**config.mk**
```make
export PLATFORM = sky130hd
export DESIGN_NAME = fs_multiword
export DESIGN_NICKNAME = d
export VERILOG_FILES = /design/src/rtl/fs_pkg.sv /design/src/rtl/fs_para.sv /design/src/rtl/fs_multiword.sv
export SDC_FILE = /design/constraint.sdc
export NUM_CORES = 1
export LEC_CHECK = 0
export CAP_MARGIN = 20
export CELL_PAD_IN_SITES_DETAIL_PLACEMENT = 0
export CELL_PAD_IN_SITES_GLOBAL_PLACEMENT = 1
export CORE_ASPECT_RATIO = 0.7
export CORE_MARGIN = 4
export CORE_UTILIZATION = 30
export DETAILED_ROUTE_END_ITERATION = 6
export PLACE_DENSITY_LB_ADDON = 0.15
export SETUP_SLACK_MARGIN = 0.15
export SLEW_MARGIN = 30
export SYNTH_ARGS = -nofsm -noshare
export SYNTH_HDL_FRONTEND = slang
export SYNTH_SLANG_ARGS = --single-unit
```
**constraint.sdc**
```tcl
create_clock -name clk -period 2.2 [get_ports clk]
set_input_delay 0.33 -clock clk [delete_from_list [all_inputs] [get_ports clk]]
set_output_delay 0.33 -clock clk [all_outputs]
set_load 0.01 [all_outputs]
```
**src/rtl/fs_pkg.sv**
```systemverilog
// Shared types and default geometry for the multi-word subtractor.
package fs_pkg;

   // Default chunk width and chunk count; the top module takes these as parameter defaults.
   localparam int FS_N     = 4;
   localparam int FS_WORDS = 4;
   localparam int FS_W     = FS_N * FS_WORDS;

   // Width of a counter that indexes 0..words-1; at least one bit.
   function automatic int idx_width(input int words);
      return (words > 1) ? $clog2(words) : 1;
   endfunction

   localparam int FS_IDX_W = idx_width(FS_WORDS);

   // Sequencer states: waiting for operands, walking the chunks, holding the result.
   typedef enum logic [1:0] {
      ST_IDLE = 2'd0,
      ST_RUN  = 2'd1,
      ST_DONE = 2'd2
   } state_t;

endpackage : fs_pkg

```
**src/rtl/fs_para.sv**
```systemverilog
// Combinational N-bit full subtractor slice: {bar,diff} = a - b - bin.
module fs_para #(
   parameter int N = 4
) (
   input  logic [N-1:0] a,
   input  logic [N-1:0] b,
   input  logic         bin,
   output logic [N-1:0] diff,
   output logic         bar
);

   logic [N:0] res;

   // Zero-extended subtraction: bit N of the result is set exactly when a < b + bin.
   always_comb begin
      res = {1'b0, a} - {1'b0, b} - {{N{1'b0}}, bin};
   end

   assign diff = res[N-1:0];
   assign bar  = res[N];

endmodule : fs_para

```
**src/rtl/fs_multiword.sv**
```systemverilog
// Multi-precision unsigned subtractor: a - b - bin over N*WORDS bits,
// one N-bit chunk per clock, LSB chunk first, borrow held in a register between chunks.
module fs_multiword
   import fs_pkg::*;
#(
   parameter int N     = FS_N,
   parameter int WORDS = FS_WORDS
) (
   input  logic               clk,
   input  logic               rst,
   input  logic               in_valid,
   output logic               in_ready,
   input  logic [N*WORDS-1:0] a,
   input  logic [N*WORDS-1:0] b,
   input  logic               bin,
   output logic               out_valid,
   input  logic               out_ready,
   output logic [N*WORDS-1:0] diff,
   output logic               bar,
   output logic               busy
);

   localparam int W     = N * WORDS;
   localparam int IDX_W = idx_width(WORDS);
   localparam logic [IDX_W-1:0] LAST_IDX = IDX_W'(WORDS - 1);

   state_t           state_q,  state_d;
   logic [IDX_W-1:0] idx_q,    idx_d;
   logic [W-1:0]     a_sh_q,   a_sh_d;
   logic [W-1:0]     b_sh_q,   b_sh_d;
   logic             borrow_q, borrow_d;
   logic [W-1:0]     diff_q,   diff_d;
   logic             bar_q,    bar_d;

   logic [N-1:0]     slice_diff;
   logic             slice_bar;

   // The single chunk datapath always looks at the low chunk of the shift registers.
   fs_para #(.N(N)) u_slice (
      .a    (a_sh_q[N-1:0]),
      .b    (b_sh_q[N-1:0]),
      .bin  (borrow_q),
      .diff (slice_diff),
      .bar  (slice_bar)
   );

   // Next-state logic: accept operands, step one chunk per RUN cycle, hold the result until taken.
   always_comb begin
      // NOTE: every variable gets its hold value first so no path through the case leaves it unassigned (no latches).
      state_d  = state_q;
      idx_d    = idx_q;
      a_sh_d   = a_sh_q;
      b_sh_d   = b_sh_q;
      borrow_d = borrow_q;
      diff_d   = diff_q;
      bar_d    = bar_q;

      unique case (state_q)
         ST_IDLE: begin
            if (in_valid) begin
               state_d  = ST_RUN;
               a_sh_d   = a;
               b_sh_d   = b;
               borrow_d = bin;
               idx_d    = '0;
               diff_d   = '0;
            end
         end

         ST_RUN: begin
            // Write the slice result into the chunk selected by idx.
            for (int i = 0; i < WORDS; i++) begin
               if (idx_q == IDX_W'(i)) begin
                  diff_d[i*N +: N] = slice_diff;
               end
            end
            borrow_d = slice_bar;
            a_sh_d   = a_sh_q >> N;
            b_sh_d   = b_sh_q >> N;
            if (idx_q == LAST_IDX) begin
               // Final chunk: its borrow is the borrow-out of the whole operation; idx stays at its last value.
               bar_d   = slice_bar;
               state_d = ST_DONE;
            end else begin
               idx_d = idx_q + 1'b1;
            end
         end

         ST_DONE: begin
            // Completing the result handshake only returns to IDLE; new operands wait for the next cycle.
            if (out_ready) begin
               state_d = ST_IDLE;
            end
         end

         default: begin
            state_d = ST_IDLE;
         end
      endcase
   end

   // State registers with synchronous reset that overrides every other event.
   always_ff @(posedge clk) begin
      // NOTE: non-blocking assignments so every register samples the values from before this edge.
      if (rst) begin
         // NOTE: every register here is control or small datapath state, so all of it is cleared on reset.
         state_q  <= ST_IDLE;
         idx_q    <= '0;
         a_sh_q   <= '0;
         b_sh_q   <= '0;
         borrow_q <= 1'b0;
         diff_q   <= '0;
         bar_q    <= 1'b0;
      end else begin
         state_q  <= state_d;
         idx_q    <= idx_d;
         a_sh_q   <= a_sh_d;
         b_sh_q   <= b_sh_d;
         borrow_q <= borrow_d;
         diff_q   <= diff_d;
         bar_q    <= bar_d;
      end
   end

   // Handshake and status flags decode directly from the state register.
   assign in_ready  = (state_q == ST_IDLE);
   assign out_valid = (state_q == ST_DONE);
   assign busy      = (state_q == ST_RUN) || (state_q == ST_DONE);
   assign diff      = diff_q;
   assign bar       = bar_q;

endmodule : fs_multiword

```
---- Yosys cells after proc, flatten, opt, wreduce, memory -nomap -nowiden ----
Index checks and enable logic that the tools add are counted.
storage, ports and cells
  bits in registers ....................... 54
  bits of input ports ..................... 37
  output and inout port bits .............. 20
  logic and storage cells ................. 56
operators by class
  muxes and demuxes ....................... 19
  eq/ne operators ......................... 12
  add/subtract/negate cells ............... 3
  reductions and logical operators ........ 12
operator list
  kind                                                                     count
  16-bit one-hot mux with 2 select lines                                   3
  16-bit 2-to-1 mux                                                        3
  3-bit AND reduction                                                      6
  4-bit 2-to-1 mux                                                         4
  2-bit inequality test, second input constant                             6
  2-bit 2-to-1 mux                                                         5
  2-bit equality test, second input constant                               3
  2-bit one-hot mux with 3 select lines                                    1
  4-bit by 4-bit subtractor with 5-bit output                              1
  5-bit by 1-bit subtractor with 5-bit output                              1
  2-bit by 1-bit equality test with 1-bit output, second input constant    2
  2-bit logical NOT                                                        2
  2-bit one-hot mux with 2 select lines                                    1
  2-bit AND reduction                                                      2
  2-bit by 1-bit adder with 2-bit output, second input constant            1
  2-bit by 1-bit inequality test with 1-bit output, second input constant  1
  1-bit one-hot mux with 2 select lines                                    1
  2-bit nonzero test                                                       1
  1-bit logical OR                                                         1
  1-bit 2-to-1 mux                                                         1

---- Longest topological paths before layout ----
Gate-level depths: netlist (run 1).
  depth after elaboration ................. 4
  mapped depth ............................ 8
  mapped depth without buffers ............ 8

---- Modules after synthesis ----
From an unflattened synthesis (run 1), not the netlist that was laid out.
second synthesis, totals
  cell total of the unflattened synthesis .. 274
  area, all modules ....................... 2855.2 um^2
modules (own cells, without submodules)
  module        area an instance (um^2)  seq. area each (um^2)  instances  cells an instance
  fs_multiword  2647.5                   1081.0                 1          250
  fs_para       207.7                    0.0                    1          24

---- Worst setup path after synthesis (run 1) ----
No wires, ideal clock.
  path type ............................... register -> register
  start point ............................. register b_sh_q[0]
  end point ............................... register diff_q[11], in the netlist diff[11]
  slack ................................... 0.358 ns
  library setup time ...................... 0.101 ns
  data arrival time ....................... 1.741 ns
  buffers on the path ..................... 0
  clock period less this slack ............ 1.842 ns
  stages on the path, launching flop included .. 9
  data required time ...................... 2.099 ns
  cell sequence ........................... dfxtp_1 -> inv_1 -> fa_1 -> inv_1 -> ha_1 -> o21ai_0 -> nand3b_1 -> xnor2_1 -> o41ai_1
on the way
  word-level cells in the longest chain between the ends .. 4
RTL lines
  what                                         line                 text
  start, declared                              fs_multiword.sv:30   logic [W-1:0] b_sh_q, b_sh_d;
  start signal, assigned                       fs_multiword.sv:118  b_sh_q <= b_sh_d;
  4-bit by 4-bit subtractor with 5-bit output  fs_para.sv:16        res = {1'b0, a} - {1'b0, b} - {{N{1'b0}}, bin};
  5-bit by 1-bit subtractor with 5-bit output  fs_para.sv:16
  4-bit 2-to-1 mux                             fs_multiword.sv:73   if (idx_q == IDX_W'(i)) begin
  16-bit one-hot mux with 2 select lines       fs_multiword.sv:58   unique case (state_q)
  end signal, assigned                         fs_multiword.sv:120  diff_q <= diff_d;
  end, declared                                fs_multiword.sv:32   logic [W-1:0] diff_q, diff_d;
Every way passes these cells. The select of a mux whose other input is x is not followed.
A chain may end at the register's enable or synchronous reset.

---- Final worst setup path (run 1) ----
  start point ............................. register borrow_q
  end point ............................... register diff_q[9], in the netlist diff[9]
on the way
  word-level cells in the longest chain between the ends .. 3
RTL lines
  what                                         line                 text
  start, declared                              fs_multiword.sv:31   logic borrow_q, borrow_d;
  start signal, assigned                       fs_multiword.sv:119  borrow_q <= borrow_d;
  5-bit by 1-bit subtractor with 5-bit output  fs_para.sv:16
  4-bit 2-to-1 mux                             fs_multiword.sv:73
  16-bit one-hot mux with 2 select lines       fs_multiword.sv:58
Every way passes these cells. The select of a mux whose other input is x is not followed.

==> key figures, run 1 <==
Outcome
  – Outcome: finished, final reports clean

Synthesis
  – Simple-gate area share of the yosys netlist: 14.9%
  – Top_reg_cell synth: dfxtp_1
  – Post-Synth XOR/XNOR Area: 0.947%
  – Unique cell type count in the Yosys netlist: 42
  – Cells after Synth: 297
  – Number of flops mapped to enable cells by yosys: 0
  – Mux cell area share after synthesis: 11.7%
  – Synth top area share: 39.0%
  – Top cells by area, synth: dfxtp_1, mux2i_1, ha_1
  – Warnings from Yosys: 0
  – Syn_nets: 349
  – Most common cell in the netlist: dfxtp_1
  – Sequential cell area fraction in the yosys report: 39.0%
  – Commonest cells in the netlist: dfxtp_1, nor2_1, mux2i_1
  – Mapped Area: 2770 um2
  – Combinational family with the most area after synthesis: compound AO/OA/AOI/OAI gates
  – Area leader, netlist: dfxtp_1
  – Post-Synth Adder-Cell Area: 7.31%
  – Async SR Flop Fraction: 0%
  – Register bit total from synthesis: 54
  – Synth Area in Compound Gates: 19.0%
  – Syn avg cell area: 9.34 um2

Global routing
  – Vias in the first global route: 2143
  – First-pass GRT wire length: 11.2 mm
  – GRT overflow: 0
  – Initial antenna violation count: 0
  – Gr usage total: 13.3%
  – Largest net degree at the start of global routing: 57

STA
  – Worst Skew: 0.00954 ns
  – Final hold vios: 0
  – Highest achievable clock rate: 515 MHz
  – Setup TNS: 0 ns
  – Worst Tran Pin Value: 0.457 ns
  – Fin crit share: 88.3%
  – RSZ-0062 raised after global routing: false
  – Final Slew Violations: 0
  – Tmin final: 1.94 ns
  – Relative slew slack: 69.5%
  – Final setup fails: 0

Place
  – I/O Buffers: 56
  – DP Wirelength: 4.79 mm
  – GPL Wtd Cong: 0.765

Detailed routing
  – Routed wire length on met3: 265 um
  – Vias: 2191
  – Routed met1 length: 3.73 mm
  – 1st-iter DRT viols: 106
  – Wire per inst: 14.3 um
  – Vias per cell: 4.62
  – # DRC: 0
  – Uppermost layer routed: met4
  – Met2 WL: 2.73 mm
  – First-pass iteration count of the detailed router: 4
  – Detailed-route wire length: 6.77 mm
  – Detail Route Antenna Nets: 0

Worst setup path
  – Worst Path Required: 2.42 ns
  – CP Launch Type: register
  – Critical path type: register to register
  – Crit end category: register
  – Max FO, Critical Path: 4
  – Worst Path Arrival: 2.16 ns
  – Reg-to-reg slack, setup: 0.26 ns

CTS
  – Clock-pin transition on the worst setup and hold timing paths: 0.07 ns
  – Clock Path Buffers: 2
  – Clk_lat worst skew: 0.29 ns
  – Post-CTS Setup Bufs: 0
  – TritonCTS sink count: 54
  – CTS buffer count: 5
  – CTS tree: yes
  – H-tree levels: 2
  – Root Buffer: clkbuf_16

Floorplan
  – Starting Density: 30.7%
  – Top Ports: 57
  – Die height: 88.5 um
  – Core Footprint: 9030 um2
  – Rows: 29
  – Area of the die: 10900 um2
  – Chip width: 123 um

Pwr
  – P_leak: 1.35 nW
  – Pwr per Cell Area: 1340 nW/um2
  – Max VDD drop: 0.454 mV

Finish
  – Ratio of cells with drive above 1 in the final layout: 12.9%
  – P&R area growth vs syn: 31.2%
  – ANT cells: 0
  – Final nets: 401
  – Final Util: 40.3%

Flow run
  – Max-cap viol count: 0

Worst hold path
  – Tightest Hold Check Type: register to register
-- area by class of cell --
type / instances / area [um2]
multi-input cells: 204 / 1530
well taps: 124 / 155
inverters: 17 / 63.8
clock buffers: 7 / 143
flip-flops and latches: 54 / 1080
repair buffers: 67 / 663
clock inverters: 1 / 5.00
fillers: 907 / 5400
-- kinds of logic (layout without fill, tap and decap cells) --
family / count (synthesis) / count (layout)
adder cells (fa/ha/maj): 15 / 15
XOR/XNOR: 3 / 3
AND/OR/NAND/NOR: 85 / 85
buffers and inverters: 39 / 92
AO/OA/AOI/OAI: 69 / 69
flip-flops: 54 / 54
multiplexers: 32 / 32
-- sequential cells by signal (all words and copies together), names as in the netlist --
signal	cells
a_sh_q	16
b_sh_q	16
bar	1
borrow_q	1
diff	16
idx_q	2
state_q	2
-- power by group --
| group | switching (mW) | leakage (nW) | internal, mW | total (mW) |
|---|---|---|---|---|
| clock network | 0.345 | 0.0739 | 0.452 | 0.798 |
| registers | 0.154 | 0.444 | 1.26 | 1.41 |
| logic | 1.43 | 0.833 | 1.24 | 2.67 |
-- cells in the final DEF (no fill, tap or decap), types with 5 or more instances in the layout --
| cell | Yosys | layout |
|---|---|---|
| inv_1 | 16 | 16 |
| nand2_1 | 15 | 15 |
| dfxtp_1 | 54 | 52 |
| mux2i_1 | 31 | 30 |
| a21oi_1 | 15 | 15 |
| a211oi_2 | 10 | 10 |
| nor3b_1 | 5 | 5 |
| a211oi_1 | 14 | 14 |
| nand3_1 | 9 | 9 |
| buf_4 | 3 | 9 |
| clkdlybuf4s50_1 | 0 | 55 |
| a31oi_1 | 5 | 5 |
| nor2_1 | 42 | 42 |
| ha_1 | 13 | 11 |
| clkbuf_16 | 0 | 5 |
| o21ai_0 | 7 | 6 |
-- metrics by stage --
stage | instances | total power [mW] | cell area, um2 | hold WS [ns] | worst slack, ns
after floorplan | 297 | 3.35 | 2770 | 0.432 | 0.358
after global placement | 466 | 4.06 | 3460 | 0.438 | 0.195
after detailed placement | 466 | 4.07 | 3460 | 0.447 | 0.155
after CTS | 474 | 4.91 | 3610 | 0.455 | 0.151
after global routing | 474 | 5.31 | 3640 | 0.479 | 0.123
final | 474 | 4.88 | 3640 | 0.453 | 0.258
-- metal layers --
layer	track usage, %	vias up
met5	0	-
met4	3.35	0
met3	3.45	2
met2	18.9	39
met1	19.9	1002
li1	-	1148
-- path summary, 6_finish.rpt --
check | to | start | cells past startpoint
max | diff[9] | borrow_q | 6
min reg2reg | borrow_q | borrow_q | 2
max reg2reg | diff[9] | borrow_q | 6
min | borrow_q | borrow_q | 2
-- critical path, cell delays in order (launching register included) --
cell	delay (ns)
dfxtp_2	0.32
inv_1	0.05
fa_1	0.42
inv_1	0.09
fa_1	0.47
or3_1	0.39
a21oi_1	0.14
-- timing repair --
item / 4_1_cts / 5_1_grt
hold buffers: 0 / 0
endpoints found under the setup margin: 2 / 3
cloned: 0 / 0
pin swaps: 0 / 3
gates resized for setup: 2 / 5
No activity file was read; power rests on OpenSTA's default activity.
==> run 2: changes to the inputs <==
--- a/config.mk
+++ b/config.mk
@@ -5,12 +5,12 @@
 export SDC_FILE = /design/constraint.sdc
 export NUM_CORES = 1
 export LEC_CHECK = 0
-export CAP_MARGIN = 20
 export CELL_PAD_IN_SITES_DETAIL_PLACEMENT = 0
 export CELL_PAD_IN_SITES_GLOBAL_PLACEMENT = 1
 export CORE_ASPECT_RATIO = 0.7
 export CORE_MARGIN = 4
 export CORE_UTILIZATION = 30
+export CTS_CLUSTER_DIAMETER = 80
 export DETAILED_ROUTE_END_ITERATION = 6
 export PLACE_DENSITY_LB_ADDON = 0.15
 export SETUP_SLACK_MARGIN = 0.15
==> results of run 2 <==
Final layout, timing and power as in run 1 (identical DEF).
